## src/rtl/io_handshake_unit_pkg.sv

```systemverilog
// Shared definitions for the I/O instruction responder: FSM encoding and
// default widths used by io_handshake_unit and io_debouncer.
package io_handshake_unit_pkg;

    localparam int unsigned DATA_W_DEF     = 32;
    localparam int unsigned SW_W_DEF       = 10;
    localparam int unsigned DEB_CYCLES_DEF = 16;

    typedef enum logic [1:0] {
        ST_IDLE         = 2'd0,
        ST_WAIT_PRESS   = 2'd1,
        ST_DONE         = 2'd2,
        ST_WAIT_RELEASE = 2'd3
    } io_state_e;

endpackage : io_handshake_unit_pkg

```

## src/rtl/io_debouncer.sv

```systemverilog
// Confirm-button conditioning: 2-FF synchronizer, inversion, stable-count
// debounce and a one-cycle pulse on each debounced press.
module io_debouncer
    import io_handshake_unit_pkg::*;
#(
    parameter int unsigned DEB_CYCLES = DEB_CYCLES_DEF
) (
    input  logic clk,
    input  logic reset,
    input  logic btn_raw_n,
    output logic btn_level,
    output logic press_pulse
);

    localparam int unsigned CNT_W = (DEB_CYCLES > 1) ? $clog2(DEB_CYCLES) : 1;
    localparam logic [CNT_W-1:0] CNT_LAST = CNT_W'(DEB_CYCLES - 1);

    logic [1:0]       sync_q;
    logic             btn_sync;
    logic             btn_q;
    logic             pulse_q;
    logic [CNT_W-1:0] cnt_q;
    logic             toggle;

    assign btn_sync = ~sync_q[1];
    assign toggle   = (btn_sync != btn_q) && (cnt_q == CNT_LAST);

    // NOTE: sequential state uses non-blocking assignments so every register
    // samples the pre-edge values of its neighbours, as the hardware does.
    always_ff @(posedge clk or negedge reset) begin
        if (!reset) begin
            // Synchronizer clears to the released (high) pin level.
            sync_q  <= 2'b11;
            btn_q   <= 1'b0;
            pulse_q <= 1'b0;
            cnt_q   <= '0;
        end else begin
            sync_q  <= {sync_q[0], btn_raw_n};
            pulse_q <= toggle & ~btn_q;
            if (btn_sync == btn_q) begin
                cnt_q <= '0;
            end else if (toggle) begin
                btn_q <= ~btn_q;
                cnt_q <= '0;
            end else begin
                cnt_q <= cnt_q + CNT_W'(1);
            end
        end
    end

    assign btn_level   = btn_q;
    assign press_pulse = pulse_q;

endmodule : io_debouncer

```

## src/rtl/io_handshake_unit.sv

```systemverilog
// Responder for the core's IN/OUT instructions: stalls an IN until the
// operator confirms, captures the switches, and latches OUT data for display.
module io_handshake_unit
    import io_handshake_unit_pkg::*;
#(
    parameter int unsigned DATA_W     = DATA_W_DEF,
    parameter int unsigned SW_W       = SW_W_DEF,
    parameter int unsigned DEB_CYCLES = DEB_CYCLES_DEF
) (
    input  logic              clk,
    input  logic              reset,
    input  logic              io_req_in,
    input  logic              io_req_out,
    input  logic [DATA_W-1:0] wr_data,
    input  logic [SW_W-1:0]   switches,
    input  logic              confirm_n,
    output logic [DATA_W-1:0] rd_data,
    output logic              stall,
    output logic [DATA_W-1:0] out_data,
    output logic              btn_pressed
);

    io_state_e       state_q, state_d;
    logic [SW_W-1:0] sw_meta_q, sw_sync_q;
    logic            press_pulse;
    logic            capture;

    always_ff @(posedge clk or negedge reset) begin
        if (!reset) begin
            sw_meta_q <= '0;
            sw_sync_q <= '0;
        end else begin
            sw_meta_q <= switches;
            sw_sync_q <= sw_meta_q;
        end
    end

    io_debouncer #(
        .DEB_CYCLES (DEB_CYCLES)
    ) u_debouncer (
        .clk         (clk),
        .reset       (reset),
        .btn_raw_n   (confirm_n),
        .btn_level   (btn_pressed),
        .press_pulse (press_pulse)
    );

    // NOTE: every output of this block gets a default first, so no path
    // through the case leaves a signal unassigned and no latch is inferred.
    always_comb begin
        state_d = state_q;
        stall   = 1'b0;
        capture = 1'b0;
        unique case (state_q)
            ST_IDLE: begin
                if (io_req_in) begin
                    stall = 1'b1;
                    // A button still held from earlier must be released first.
                    state_d = btn_pressed ? ST_WAIT_RELEASE : ST_WAIT_PRESS;
                end
            end
            ST_WAIT_RELEASE: begin
                stall = 1'b1;
                if (!btn_pressed) begin
                    state_d = ST_WAIT_PRESS;
                end
            end
            ST_WAIT_PRESS: begin
                stall = 1'b1;
                if (press_pulse) begin
                    capture = 1'b1;
                    state_d = ST_DONE;
                end
            end
            ST_DONE: begin
                state_d = ST_IDLE;
            end
            default: begin
                state_d = ST_IDLE;
            end
        endcase
    end

    always_ff @(posedge clk or negedge reset) begin
        if (!reset) begin
            state_q  <= ST_IDLE;
            rd_data  <= '0;
            out_data <= '0;
        end else begin
            state_q <= state_d;
            if (capture) begin
                rd_data <= DATA_W'(sw_sync_q);
            end
            // Output instructions never stall and are accepted in any state.
            if (io_req_out) begin
                out_data <= wr_data;
            end
        end
    end

endmodule : io_handshake_unit

```

## config.mk

```make
export PLATFORM = sky130hd
export DESIGN_NAME = io_handshake_unit
export DESIGN_NICKNAME = d
export VERILOG_FILES = /design/src/rtl/io_handshake_unit_pkg.sv /design/src/rtl/io_debouncer.sv /design/src/rtl/io_handshake_unit.sv
export SDC_FILE = /design/constraint.sdc
export NUM_CORES = 1
export LEC_CHECK = 0
export ABC_AREA = 1
export ABC_CLOCK_PERIOD_IN_PS = 1100
export BUFFER_PORTS_ARGS = -buffer_cell sky130_fd_sc_hd__buf_4
export CAP_MARGIN = 10
export CORE_ASPECT_RATIO = 0.75
export CORE_MARGIN = 4
export CORE_UTILIZATION = 44
export DETAILED_ROUTE_END_ITERATION = 7
export GPL_ROUTABILITY_DRIVEN = 0
export PLACE_DENSITY = 0.75
export SYNTH_ARGS = -nofsm -noshare
export SYNTH_HDL_FRONTEND = slang
export SYNTH_SLANG_ARGS = --single-unit
export TNS_END_PERCENT = 30
```

## constraint.sdc

```tcl
create_clock -name clk -period 1.1 [get_ports clk]
set_input_delay 0.055 -clock clk [delete_from_list [all_inputs] [get_ports clk]]
set_output_delay 0.055 -clock clk [all_outputs]
set_load 0.01 [all_outputs]
```

Word-level counts from Yosys, hierarchy flattened
Index checks and enable logic that the tools add are counted.
{ "totals": {"regBits": 72, "latch_bits": 0, "mem_bits_rw": 0, "mem_bits_ro": 0, "input_bits": 47, "out_inout_bits": 66, "elab_cells": 39, "mem_count": 0} }
{ "op_classes": {"n_addsub": 1, "n_mul": 0, "div": 0, "magnitude_cmp": 0, "eq_ne": 9, "shifts": 0, "mux": 11, "n_bitwise": 4, "n_reduce_logical": 5} }
{ "op_table": {"columns": ["op", "n"], "rows": [
  ["2-to-1 mux 2 bit", 4],
  ["2-to-1 mux 4 bit", 2],
  ["case mux 2 bit (4 select lines)", 1],
  ["adder 4 x 1 -> 4 bit (second input constant)", 1],
  ["== test 2 bit (second input constant)", 2],
  ["== test 4 bit (second input constant)", 1],
  ["inequality test 2 bit (second input constant)", 2],
  ["2-to-1 mux 1 bit", 3],
  ["inverter 1 bit", 3],
  ["AND reduction 3 bit", 1],
  ["== test 2 x 1 -> 1 bit (second input constant)", 1],
  ["logical NOT 2 bit", 1],
  ["inequality test 2 x 1 -> 1 bit (second input constant)", 1],
  ["case mux 1 bit (2 select lines)", 1],
  ["AND reduction 2 bit", 1],
  ["OR reduction 2 bit", 1],
  ["bitwise AND 1 bit", 1],
  ["== test 1 bit", 1],
  ["logical AND 1 bit", 1],
  ["inequality test 1 bit", 1]
]} }

Depth between registers and ports, before layout
{ "logic_depth": {"word_depth": 5, "ltp_mapped": 7, "ltp_nobuf": 7} }

Modules after synthesis
Synthesis repeated with hierarchy kept, for this count alone.
{ "hier_totals": {"cells_unflattened": 219, "hier_area_um2": 2960.3} }
{ "by_module_without_submodules": {"columns": ["module", "instances", "cells_per_inst", "area_per_inst_um2", "seq_area_each_um2"], "rows": [
  ["io_handshake_unit", 1, 188, 2632.5, 1601.5],
  ["io_debouncer", 1, 31, 327.8, 202.7]
]} }

Worst setup path before layout
Ideal clock, no wire load.
{ "synth_timing": {"kind": "register -> register", "from": "register state_q[1]", "to": "register rd_data[0]", "arrival_time_ns": 1.008, "required_time_ns": 0.982, "slack_ns": -0.026, "path_stages_with_launch": 6, "path_buffers": 0, "synth_period_minus_slack_ns": 1.126, "cell_sequence": "dfrtp_1 > inv_1 > ha_1 > nand2_1 > nand2_1 > nand2_1"} }
{ "synth_via": {"elab_chain_cells": 2} }
{ "synth_lines": {"columns": ["element", "line_no", "source"], "rows": [
  ["start: declaration", "io_handshake_unit.sv:23", "io_state_e state_q, state_d;"],
  ["start signal: assignment", "io_handshake_unit.sv:90", "state_q <= state_d;"],
  ["== test 2 x 1 -> 1 bit", "io_handshake_unit.sv:54", "unique case (state_q)"],
  ["2-to-1 mux 1 bit", "io_handshake_unit.sv:54", null],
  ["end signal: assignment", "io_handshake_unit.sv:92", "rd_data <= DATA_W'(sw_sync_q);"],
  ["end: declaration", "io_handshake_unit.sv:17", "output logic [DATA_W-1:0] rd_data,"]
]} }
No other way between the ends.
A chain may end at the register's enable or synchronous reset.

Final worst setup path
{ "layout_timing": {"from": "register state_q[0]", "to": "output stall"} }
{ "layout_via": {"elab_chain_cells": 3, "word_cells_on_any_way": 5, "cone_classes": "eq/ne (2); mux (1); reduce/logical (2)"} }
{ "layout_lines": {"columns": ["element", "line_no", "source"], "rows": [
  ["== test 2 x 1 -> 1 bit / == test 2 bit (equally long branches)", "io_handshake_unit.sv:54", null],
  ["OR reduction 2 bit (no line)", null, null],
  ["case mux 1 bit (2 select lines) *", "io_handshake_unit.sv:54", null],
  ["end: declaration", "io_handshake_unit.sv:18", "output logic stall,"]
]} }
Every way passes the cells marked *; elsewhere a longest branch is shown, timed or not.

==> flow_summary.ini <==
[status]
outcome = finished with violations
violations = setup timing

[clock_tree]
cts_made_buffers = 9
cts-root-buf = clkbuf_8
clkSinkCount = 72
clkTransAtPathRegs_ps = 70
clk_latency_ps = 340
h-tree-depth = 3
cts_tree = yes
clockBufferDepth = 2

[global_routing]
grt_pass1_vias = 2164
grt_pass1_wl_um = 10400
grt_use_total_pct = 16.9
grt-ovfl-total = 0
grt_max_degree = 73
antenna_found_initial = 0

[sta]
hold_violations = 0
period_share_pct = 130
period_minus_slack_ps = 1430
rsz0062_at_grt = yes
slew_viol_final = 0
final-setup-viol-count = 13
setup_ws_ps = -332
clock_skew_ps = 6.95
fmaxAchievable_mhz = 698

[power]
p_per_area_nw_per_um2 = 1550
peakVddDrop_uv = 761
power_mw = 6.95
leakagePower_nw = 2.28

[synthesis]
syn_avg_cell_area_um2 = 13.4
synth-edff-count = 0
ys_warn_count = 0
synthArstFlopShare_pct = 100
ys.flop_type = dfrtp_1
synthTopCellsByArea = dfrtp_1 60%, mux2_4 15%, buf_4 5.6%, nand2_1 5.0%, ha_1 2.6%
ys_ff_latch = 72
synthCells = 220
synth.top_cell.area_share_pct = 59.5
syn_area_um2 = 2940
seq_area_frac_synth_pct = 61.3
yosysTopAreaCell = dfrtp_1
ys_types = 20

[floorplanning]
dieArea_um2 = 8070
die_w_um = 102
core_area_um2 = 6380
initial_core_util_pct = 46.1
pin_count = 113
die_y_um = 78.8
row_count = 25

[layout]
nets = 421
n_antenna_cell = 0
stdcell_area_um2 = 4480
regArea_um2 = 1810
fill_cells = 442
multi_input_area_um2 = 1050
stdcell_count = 454
areaGrowthSynthToFinish_pct = 52.1
postLayoutCoreUtil_pct = 70.1
drive_gt1_share_pct = 48.0

[setup_path]
reg2reg_to = state_q[1]$_DFFE_PN0P_
worstPathRequired_ps = 1040
r2r-start = state_q[1]$_DFFE_PN0P_
start_kind = flip-flop
end_kind = output pin
r2r_cells = 9
worstSetupPathType = reg -> out
ff2ff_setup_slack_ps = -230
crit_arrival_ps = 1380
crit_fanout = 4

[placement]
dpl.cell_count = 389
dpl_cell_area_um2 = 3630
port-buffer-count = 90
place_ws_ps = -80.7
hpwl_um = 4000

[detailed_routing]
ant_nets = 0
drc = 0
drt-vias-per-instance = 4.53
vias = 2055
wl_um = 6540
dr.pass1.iters = 4
drtIter0Drc = 41
wire_per_inst_um = 14.4

[flow_run]
maxCapViolCount = 0

[hold_path]
hold_depth = 2
worstHoldStart = io_req_out
hold_class = in -> reg
whs_endpoint = out_data[8]$_DFFE_PN0P_
[cell type report]
| class | instances | area share (%) |
|---|---|---|
| inverters | 13 | 1.15 |
| multi-input cells | 127 | 23.4 |
| flip-flops and latches | 72 | 40.4 |
| clock buffers | 12 | 3.24 |
| repair buffers | 145 | 28.4 |
| clock inverters | 4 | 1.17 |
| well taps | 81 | 2.26 |
[cell usage after synthesis, types with 2 or more instances]
cell,n
inv_1,13
mux2_2,2
nand4_1,2
nand2_1,39
dfrtp_1,70
mux2_4,30
buf_4,22
buf_2,2
nor2_1,9
dfstp_2,2
ha_1,6
nand3_1,13
buf_12,3
[power by group]
| part | internal [mW] | total [mW] | switching, mW |
|---|---|---|---|
| combinational | 1.05 | 1.88 | 0.825 |
| sequential | 2.85 | 3.01 | 0.156 |
| clock | 1.12 | 2.06 | 0.942 |
| total | 5.03 | 6.95 | 1.92 |
[worst max path at each step]
stage | slack, ps | depth (start not counted) | from | to
4_1_cts | -330 | 5 | state_q[1]$_DFFE_PN0P_ | stall
2_1_floorplan | 20 | 5 | state_q[1]$_DFFE_PN0P_ | rd_data[0]$_DFFE_PN0P_
3_5_place_dp | -80 | 7 | state_q[1]$_DFFE_PN0P_ | state_q[1]$_DFFE_PN0P_
3_3_place_gp | -4 | 5 | state_q[1]$_DFFE_PN0P_ | rd_data[6]$_DFFE_PN0P_
6_report | -330 | 4 | state_q[0]$_DFFE_PN0P_ | stall
5_1_grt | -390 | 4 | state_q[1]$_DFFE_PN0P_ | stall
[sequential cells by signal, summed over array words and instances, names as in the netlist]
name,count
u_debouncer.btn_level,1
u_debouncer.sync_q,2
sw_meta_q,10
u_debouncer.cnt_q,4
out_data,32
u_debouncer.press_pulse,1
sw_sync_q,10
state_q,2
rd_data,10
[cell families (layout without fill, tap and decap cells)]
| kind of cell | Yosys count | in the layout | share of synthesized area [%] |
|---|---|---|---|
| adder cells (fa/ha/maj) | 6 | 6 | 2.55 |
| flip-flops | 72 | 72 | 61.3 |
| AND/OR/NAND/NOR | 64 | 64 | 8.93 |
| other | 1 | 22 | 0.127 |
| multiplexers | 32 | 32 | 16.1 |
| AO/OA/AOI/OAI | 1 | 1 | 0.170 |
| XOR/XNOR | 2 | 2 | 0.596 |
| buffers and inverters | 42 | 174 | 10.2 |
[routing by layer]
layer	GRT usage [%]	vias to the layer above	wire [µm]
met5	0	-	0
met4	6.29	0	166
met3	7.11	19	553
met2	28.3	97	3230
met1	19.2	979	2600
li1	-	960	-
[critical path, cell delays in order, from the launching register on]
cell	delay, ps
dfrtp_2	450
ha_1	240
nor2_2	140
a21oi_2	60
buf_4	140
[per-stage QoR]
stage	TNS [ps]	hold WS (ps)
2_1_floorplan	0	-241
3_3_place_gp	-5.16	90.7
3_5_place_dp	-746	91.7
4_1_cts	-1260	75.7
5_1_grt	-2240	82.2
6_report	-1470	104
[repair_timing]
item / CTS / global route
buffers inserted: 3 / 1
endpoints found under the hold margin: 113 / 0
hold buffers: 44 / 0
resized for setup: 11 / 28
endpoints found under the setup margin: 14 / 18
gates cloned: 0 / 1
pin swaps: 3 / 10
[placed cells by master (no fill, tap or decap), types with 7 or more instances in the layout]
cell	instances
clkbuf_8	10
mux2_4	30
dlygate4sd3_1	44
inv_1	11
nand2_2	7
nand2_1	30
nand3_2	9
buf_4	94
conb_1	22
nor2_1	7
dfrtp_1	68
(Power assumes the default switching activity.)
